File: src/rtl/bcd_pkg.sv
// Shared types and helpers for the BCD scan controller.
// Holds the scan state encoding and the BCD digit validity check.
package bcd_pkg;

  typedef enum logic [1:0] {
    ST_IDLE,
    ST_BLANK,
    ST_SHOW
  } scan_state_t;

  localparam logic [3:0] BCD_MAX = 4'd9;

  function automatic logic is_bcd(input logic [3:0] nibble);
    return (nibble <= BCD_MAX);
  endfunction

endpackage

File: src/rtl/bcd_dwell_timer.sv
// Loadable down-counter shared by the blank and show phases.
// tc is high while the count sits at zero, i.e. on the last cycle of a phase.
module bcd_dwell_timer #(
  parameter int unsigned CW = 4
) (
  input  logic          clk,
  input  logic          rst_n,
  input  logic          clr,
  input  logic          load,
  input  logic [CW-1:0] load_val,
  output logic          tc
);

  logic [CW-1:0] count;

  always_ff @(posedge clk or negedge rst_n) begin
    if (!rst_n) begin
      count <= '0;
    end else if (clr) begin
      count <= '0;
    end else if (load) begin
      count <= load_val;
    end else if (count != '0) begin
      count <= count - 1'b1;
    end
  end

  assign tc = (count == '0);

endmodule

File: src/rtl/bcd_scan_ctrl.sv
// Time-multiplexed scan controller driving one BCD digit at a time into the
// decoder, with blanking gaps between digits and frame-aligned value loads.
module bcd_scan_ctrl
  import bcd_pkg::*;
#(
  parameter int unsigned NUM_DIGITS   = 4,
  parameter int unsigned DWELL        = 1000,
  parameter int unsigned BLANK_CYCLES = 2
) (
  input  logic                    clk,
  input  logic                    rst_n,
  input  logic                    enable,
  input  logic                    load_valid,
  output logic                    load_ready,
  input  logic [4*NUM_DIGITS-1:0] load_bcd,
  output logic [3:0]              bcd_out,
  output logic [NUM_DIGITS-1:0]   digit_sel,
  output logic                    blank,
  output logic                    digit_err,
  output logic                    frame_done
);

  localparam int unsigned CNT_MAX = (DWELL > BLANK_CYCLES) ? DWELL : BLANK_CYCLES;
  localparam int unsigned CW      = $clog2(CNT_MAX + 1);
  localparam int unsigned IW      = $clog2(NUM_DIGITS);

  localparam logic [CW-1:0] DWELL_VAL = CW'(DWELL - 1);
  localparam logic [CW-1:0] BLANK_VAL = CW'(BLANK_CYCLES - 1);
  localparam logic [IW-1:0] LAST_IDX  = IW'(NUM_DIGITS - 1);

  scan_state_t             state;
  logic [IW-1:0]           idx;
  logic [4*NUM_DIGITS-1:0] active;
  logic [4*NUM_DIGITS-1:0] shadow;
  logic                    pending;
  logic                    loaded;

  logic          tmr_clr;
  logic          tmr_load;
  logic [CW-1:0] tmr_val;
  logic          tmr_tc;

  logic          take;
  logic          last_digit;
  logic          frame_start;
  logic [3:0]    cur_nib;

  assign load_ready = ~pending;
  assign take       = load_valid & ~pending;
  assign last_digit = (idx == LAST_IDX);

  // Frame starts are where the shadow word may be promoted to active.
  assign frame_start = enable &
                       (((state == ST_IDLE) & (loaded | pending)) |
                        ((state == ST_SHOW) & tmr_tc & last_digit));

  always_comb begin
    cur_nib = '0;
    for (int unsigned i = 0; i < NUM_DIGITS; i++) begin
      if (idx == IW'(i)) begin
        cur_nib = active[4*i +: 4];
      end
    end
  end

  always_comb begin
    tmr_clr  = 1'b0;
    tmr_load = 1'b0;
    tmr_val  = '0;
    if (!enable) begin
      tmr_clr = 1'b1;
    end else begin
      case (state)
        ST_IDLE: begin
          if (frame_start) begin
            tmr_load = 1'b1;
            tmr_val  = BLANK_VAL;
          end else begin
            tmr_clr = 1'b1;
          end
        end
        ST_BLANK: begin
          if (tmr_tc) begin
            tmr_load = 1'b1;
            tmr_val  = DWELL_VAL;
          end
        end
        ST_SHOW: begin
          if (tmr_tc) begin
            tmr_load = 1'b1;
            tmr_val  = BLANK_VAL;
          end
        end
        default: tmr_clr = 1'b1;
      endcase
    end
  end

  bcd_dwell_timer #(
    .CW(CW)
  ) u_timer (
    .clk      (clk),
    .rst_n    (rst_n),
    .clr      (tmr_clr),
    .load     (tmr_load),
    .load_val (tmr_val),
    .tc       (tmr_tc)
  );

  always_ff @(posedge clk or negedge rst_n) begin
    if (!rst_n) begin
      state      <= ST_IDLE;
      idx        <= '0;
      active     <= '0;
      shadow     <= '0;
      pending    <= 1'b0;
      loaded     <= 1'b0;
      bcd_out    <= '0;
      digit_sel  <= '0;
      blank      <= 1'b1;
      digit_err  <= 1'b0;
      frame_done <= 1'b0;
    end else begin
      frame_done <= 1'b0;

      // take needs ~pending, so it never collides with a promotion.
      if (take) begin
        shadow  <= load_bcd;
        pending <= 1'b1;
      end
      if (frame_start && pending) begin
        active  <= shadow;
        pending <= 1'b0;
        loaded  <= 1'b1;
      end

      if (!enable) begin
        state     <= ST_IDLE;
        idx       <= '0;
        bcd_out   <= '0;
        digit_sel <= '0;
        blank     <= 1'b1;
        digit_err <= 1'b0;
      end else begin
        case (state)
          ST_IDLE: begin
            if (frame_start) begin
              state <= ST_BLANK;
              idx   <= '0;
            end
          end
          ST_BLANK: begin
            if (tmr_tc) begin
              state <= ST_SHOW;
              if (is_bcd(cur_nib)) begin
                bcd_out   <= cur_nib;
                digit_sel <= NUM_DIGITS'(1) << idx;
                blank     <= 1'b0;
                digit_err <= 1'b0;
              end else begin
                bcd_out   <= '0;
                digit_sel <= '0;
                blank     <= 1'b1;
                digit_err <= 1'b1;
              end
            end
          end
          ST_SHOW: begin
            if (tmr_tc) begin
              state     <= ST_BLANK;
              digit_sel <= '0;
              blank     <= 1'b1;
              digit_err <= 1'b0;
              if (last_digit) begin
                idx        <= '0;
                frame_done <= 1'b1;
              end else begin
                idx <= idx + 1'b1;
              end
            end
          end
          default: state <= ST_IDLE;
        endcase
      end
    end
  end

endmodule

File: config.mk
export PLATFORM = sky130hd
export DESIGN_NAME = bcd_scan_ctrl
export DESIGN_NICKNAME = d
export VERILOG_FILES = /design/src/rtl/bcd_pkg.sv /design/src/rtl/bcd_dwell_timer.sv /design/src/rtl/bcd_scan_ctrl.sv
export SDC_FILE = /design/constraint.sdc
export NUM_CORES = 1
export LEC_CHECK = 0
export BUFFER_PORTS_ARGS = -buffer_cell sky130_fd_sc_hd__buf_4
export CORE_ASPECT_RATIO = 0.7
export CORE_MARGIN = 5
export CORE_UTILIZATION = 45
export DETAILED_ROUTE_END_ITERATION = 10
export PLACE_DENSITY = 0.65
export SYNTH_ARGS = -nofsm -noshare
export SYNTH_HDL_FRONTEND = slang
export SYNTH_SLANG_ARGS = --single-unit
File: constraint.sdc
create_clock -name clk -period 3.15 [get_ports clk]
set_input_delay 0.1575 -clock clk [delete_from_list [all_inputs] [get_ports clk]]
set_output_delay 0.1575 -clock clk [all_outputs]
set_load 0.02 [all_outputs]
==> flow_metrics.env <==
export IMPL_synth_area_leaders="dfrtp_1 (51%), mux2_2 (8.7%), ha_1 (4.4%)"
export IMPL_final_period_utilization_pct=74.07
export IMPL_diodes=0
export IMPL_async_flop_share_pct=100.0
export IMPL_io_pins=32
export IMPL_pre_cts_slack_ps=847.0
export IMPL_initial_core_util_pct=46.08
export IMPL_grt_pass1_vias=1933
export IMPL_tns_ps=0
export IMPL_synth_area_sq_um=2850
export IMPL_cts_resized=0
export IMPL_timing_final_ws_setup_ps=816.8
export IMPL_end_kind="register"
export IMPL_cts_tree="yes"
export IMPL_cts_buffers=9
export IMPL_synth_top_area_share_pct=50.92
export IMPL_overflow=0
export IMPL_core_area_sq_um=6186
export IMPL_clock_skew_ps=6.611
export IMPL_synth_xor_area_share_pct=2.458
export IMPL_whs_ps=51.37
export IMPL_setup_viol=0
export IMPL_cts_num_sinks=59
export IMPL_leakage_nw=1.531
export IMPL_path_class="reg2reg"
export IMPL_crit_family="simple AND/OR/NAND/NOR gates"
export IMPL_fp_dieW_um=105.1
export IMPL_critPathLaunchType="register"
export IMPL_wl_per_cell_um=16.01
export IMPL_antenna_left=0
export IMPL_rsz0062_at_grt="false"
export IMPL_finalCriticalPeriod_ps=2333
export IMPL_die_height_um=76.59
export IMPL_crit_slowest_cell="dfrtp_1"
export IMPL_num_rows=24
export IMPL_crit_chain="inv_1, ha_1, nor4b_2, nand3_2, o41ai_4, buf_4, mux2_2"
export IMPL_htree_num_levels=3
export IMPL_seq_area_frac_synth_pct=51.84
export IMPL_avgSynthCellArea_sq_um=11.40
export IMPL_max_slew_worst_pin_slew_ps=847.0
export IMPL_fillers=548
export IMPL_yosysMostFrequentCell="dfrtp_1"
export IMPL_fin_util_pct=54.55
export IMPL_synthAdderAreaFrac_pct=4.390
export IMPL_finalMaxSlewViolations=0
export IMPL_nNetsFinal=317
export IMPL_worstPathRequired_ps=3370
export IMPL_muxShareOfSynthArea_pct=12.99
export IMPL_die_area_sq_um=8051
export IMPL_area_growth_pct=18.39
export IMPL_synth_common_cells="dfrtp_1 (58), mux2_2 (22), nor2_1 (21)"
export IMPL_clk_pin_slew_worst_paths_ps=60
export IMPL_synth_simple_gate_area_share_pct=14.14
export IMPL_outcome="completed"
export IMPL_maxCapViolCount=0
export IMPL_clk_latency_ps=330
export IMPL_cts_buffer_depth=2
export IMPL_drive_gt1_share_pct=26.03
export IMPL_viasPerCell=5.430
export IMPL_max_freq_mhz=428.6
export IMPL_critical_path_max_stage_delay_ps=390
export IMPL_firstDrtPassIters=4
export IMPL_io_buffers=31
export IMPL_gp_congestion=0.8965
export IMPL_ys_types=49
export IMPL_hpwlAfterDp_mm=4.206
export IMPL_synth_edf_count=0
export IMPL_drc=0
export IMPL_synth_top_area_cell="dfrtp_1"
export IMPL_synth_net_count=280
export IMPL_arrival_ps=2550
export IMPL_synth_compound_area_share_pct=11.50
export IMPL_peakVddDrop_v=0.0003987
export IMPL_grt_pass1_wl_mm=10.22
export IMPL_drtIter0Drc=77
export IMPL_grt_max_degree=60
export IMPL_synth_top_flop_cell="dfrtp_1"
export IMPL_vias=2009
export IMPL_cts_root_buffer="clkbuf_8"
export IMPL_grt_usage_pct=16.16
export IMPL_min_path_type="in2reg"
export IMPL_power_density_nw_per_um2=1018
export IMPL_cp_max_fo=18
export IMPL_synth_top_family_by_area="simple AND/OR/NAND/NOR gates"
export IMPL_synth_seq_cells=59
export IMPL_hold_viol_final=0
export IMPL_wl_mm=5.925
export IMPL_critPathBufInv=2
export IMPL_syn_inst=250
export IMPL_max_slew_margin_pct=43.53
export IMPL_antenna_found_initial=0
export IMPL_synth_warnings=0
## cell families after synthesis
family | count (synthesis)
flip-flops | 59
adder cells (fa/ha/maj) | 10
buffers and inverters | 18
AND/OR/NAND/NOR | 77
AO/OA/AOI/OAI | 45
XOR/XNOR | 8
multiplexers | 33
## sequential cells by signal, indices dropped and copies added, names as in the netlist, 2 cells and up
| name | flops |
|---|---|
| bcd_out | 4 |
| u_timer.count | 10 |
| shadow | 16 |
| digit_sel | 4 |
| active | 16 |
| idx | 2 |
| state | 2 |
## timing repair
action | CTS | global route
endpoints found under the hold margin | 58 | 0
setup buffers | 0 | 0
hold buffers | 1 | 0
## worst register-to-register path: stages, from the launching register on
cell	delay (ps)
dfrtp_1	390
inv_1	100
ha_1	150
nor4b_2	350
nand3_2	240
o41ai_4	320
buf_4	300
mux2_2	370
## metrics by stage
stage | area (sq um) | total power [mW] | instances
final | 3374 | 3.436 | 370
after global routing | 3374 | 3.715 | 370
after CTS | 3374 | 3.472 | 370
after detailed placement | 3157 | 2.732 | 353
after global placement | 3157 | 2.704 | 353
after floorplan | 2850 | 2.385 | 250
## worst paths after layout
check                                             startpoint                           end  slack (ps)  cells past startpoint
worst max-delay path            u_timer.count[0]$_DFFE_PN0P_         active[0]$_DFFE_PN0P_         820                      7
worst min-delay path                             load_bcd[3]         shadow[3]$_DFFE_PN0P_          50                      2
worst max register to register  u_timer.count[0]$_DFFE_PN0P_         active[0]$_DFFE_PN0P_         820                      7
max in group asynchronous                              rst_n  u_timer.count[4]$_DFFE_PN0P_        2230                      2
worst min register to register         active[8]$_DFFE_PN0P_         active[8]$_DFFE_PN0P_         490                      1
min in group asynchronous                              rst_n        shadow[12]$_DFFE_PN0P_         420                      2
## power by group
part / internal (mW) / leakage [nW] / switching, mW / total [mW]
Clock: 0.430 / 0.107 / 0.285 / 0.714
Combinational: 0.651 / 0.688 / 0.775 / 1.43
Sequential: 1.07 / 0.736 / 0.229 / 1.30
## final cells by class
class / count / area (sq um) / area share, %
flip-flops and latches: 59 / 1478 / 43.79
multi-input cells: 173 / 1296 / 38.41
repair buffers: 34 / 257.7 / 7.638
clock buffers: 14 / 172.7 / 5.117
well taps: 78 / 97.59 / 2.892
inverters: 10 / 37.54 / 1.112
clock inverters: 2 / 35.03 / 1.038
## metal layers
layer / up-vias / global-route usage [%] / part of all wire, %
li1: 981 / - / -
met1: 982 / 24.58 / 53
met2: 37 / 20.73 / 41
met3: 9 / 5.334 / 4.5
met4: 0 / 6.386 / 1.8
met5: - / 0 / 0
## cells in the final DEF, fill, tap and decap left out, types with 2 or more instances in the layout
master	netlist	routed
dfrtp_1	58	58
buf_4	0	33
mux2_2	22	22
nor2_1	21	21
nand2_1	17	17
a21oi_1	17	17
clkbuf_8	0	12
inv_1	10	10
mux2_1	10	10
ha_1	10	10
nand3_1	7	7
nor3_1	6	6
xor2_1	5	5
a211oi_1	5	5
nor2b_1	4	4
and3_1	4	4
a32o_1	4	4
xnor2_1	3	3
nand2b_1	3	3
or4_1	2	2
o21ai_0	2	2
nor4_1	2	2
or3_1	2	2
nand4_1	2	2
or2_2	2	2
o22ai_1	2	2
a221oi_1	2	2
clkbuf_1	5	2
Note: power is estimated with default switching activity, not from simulation.
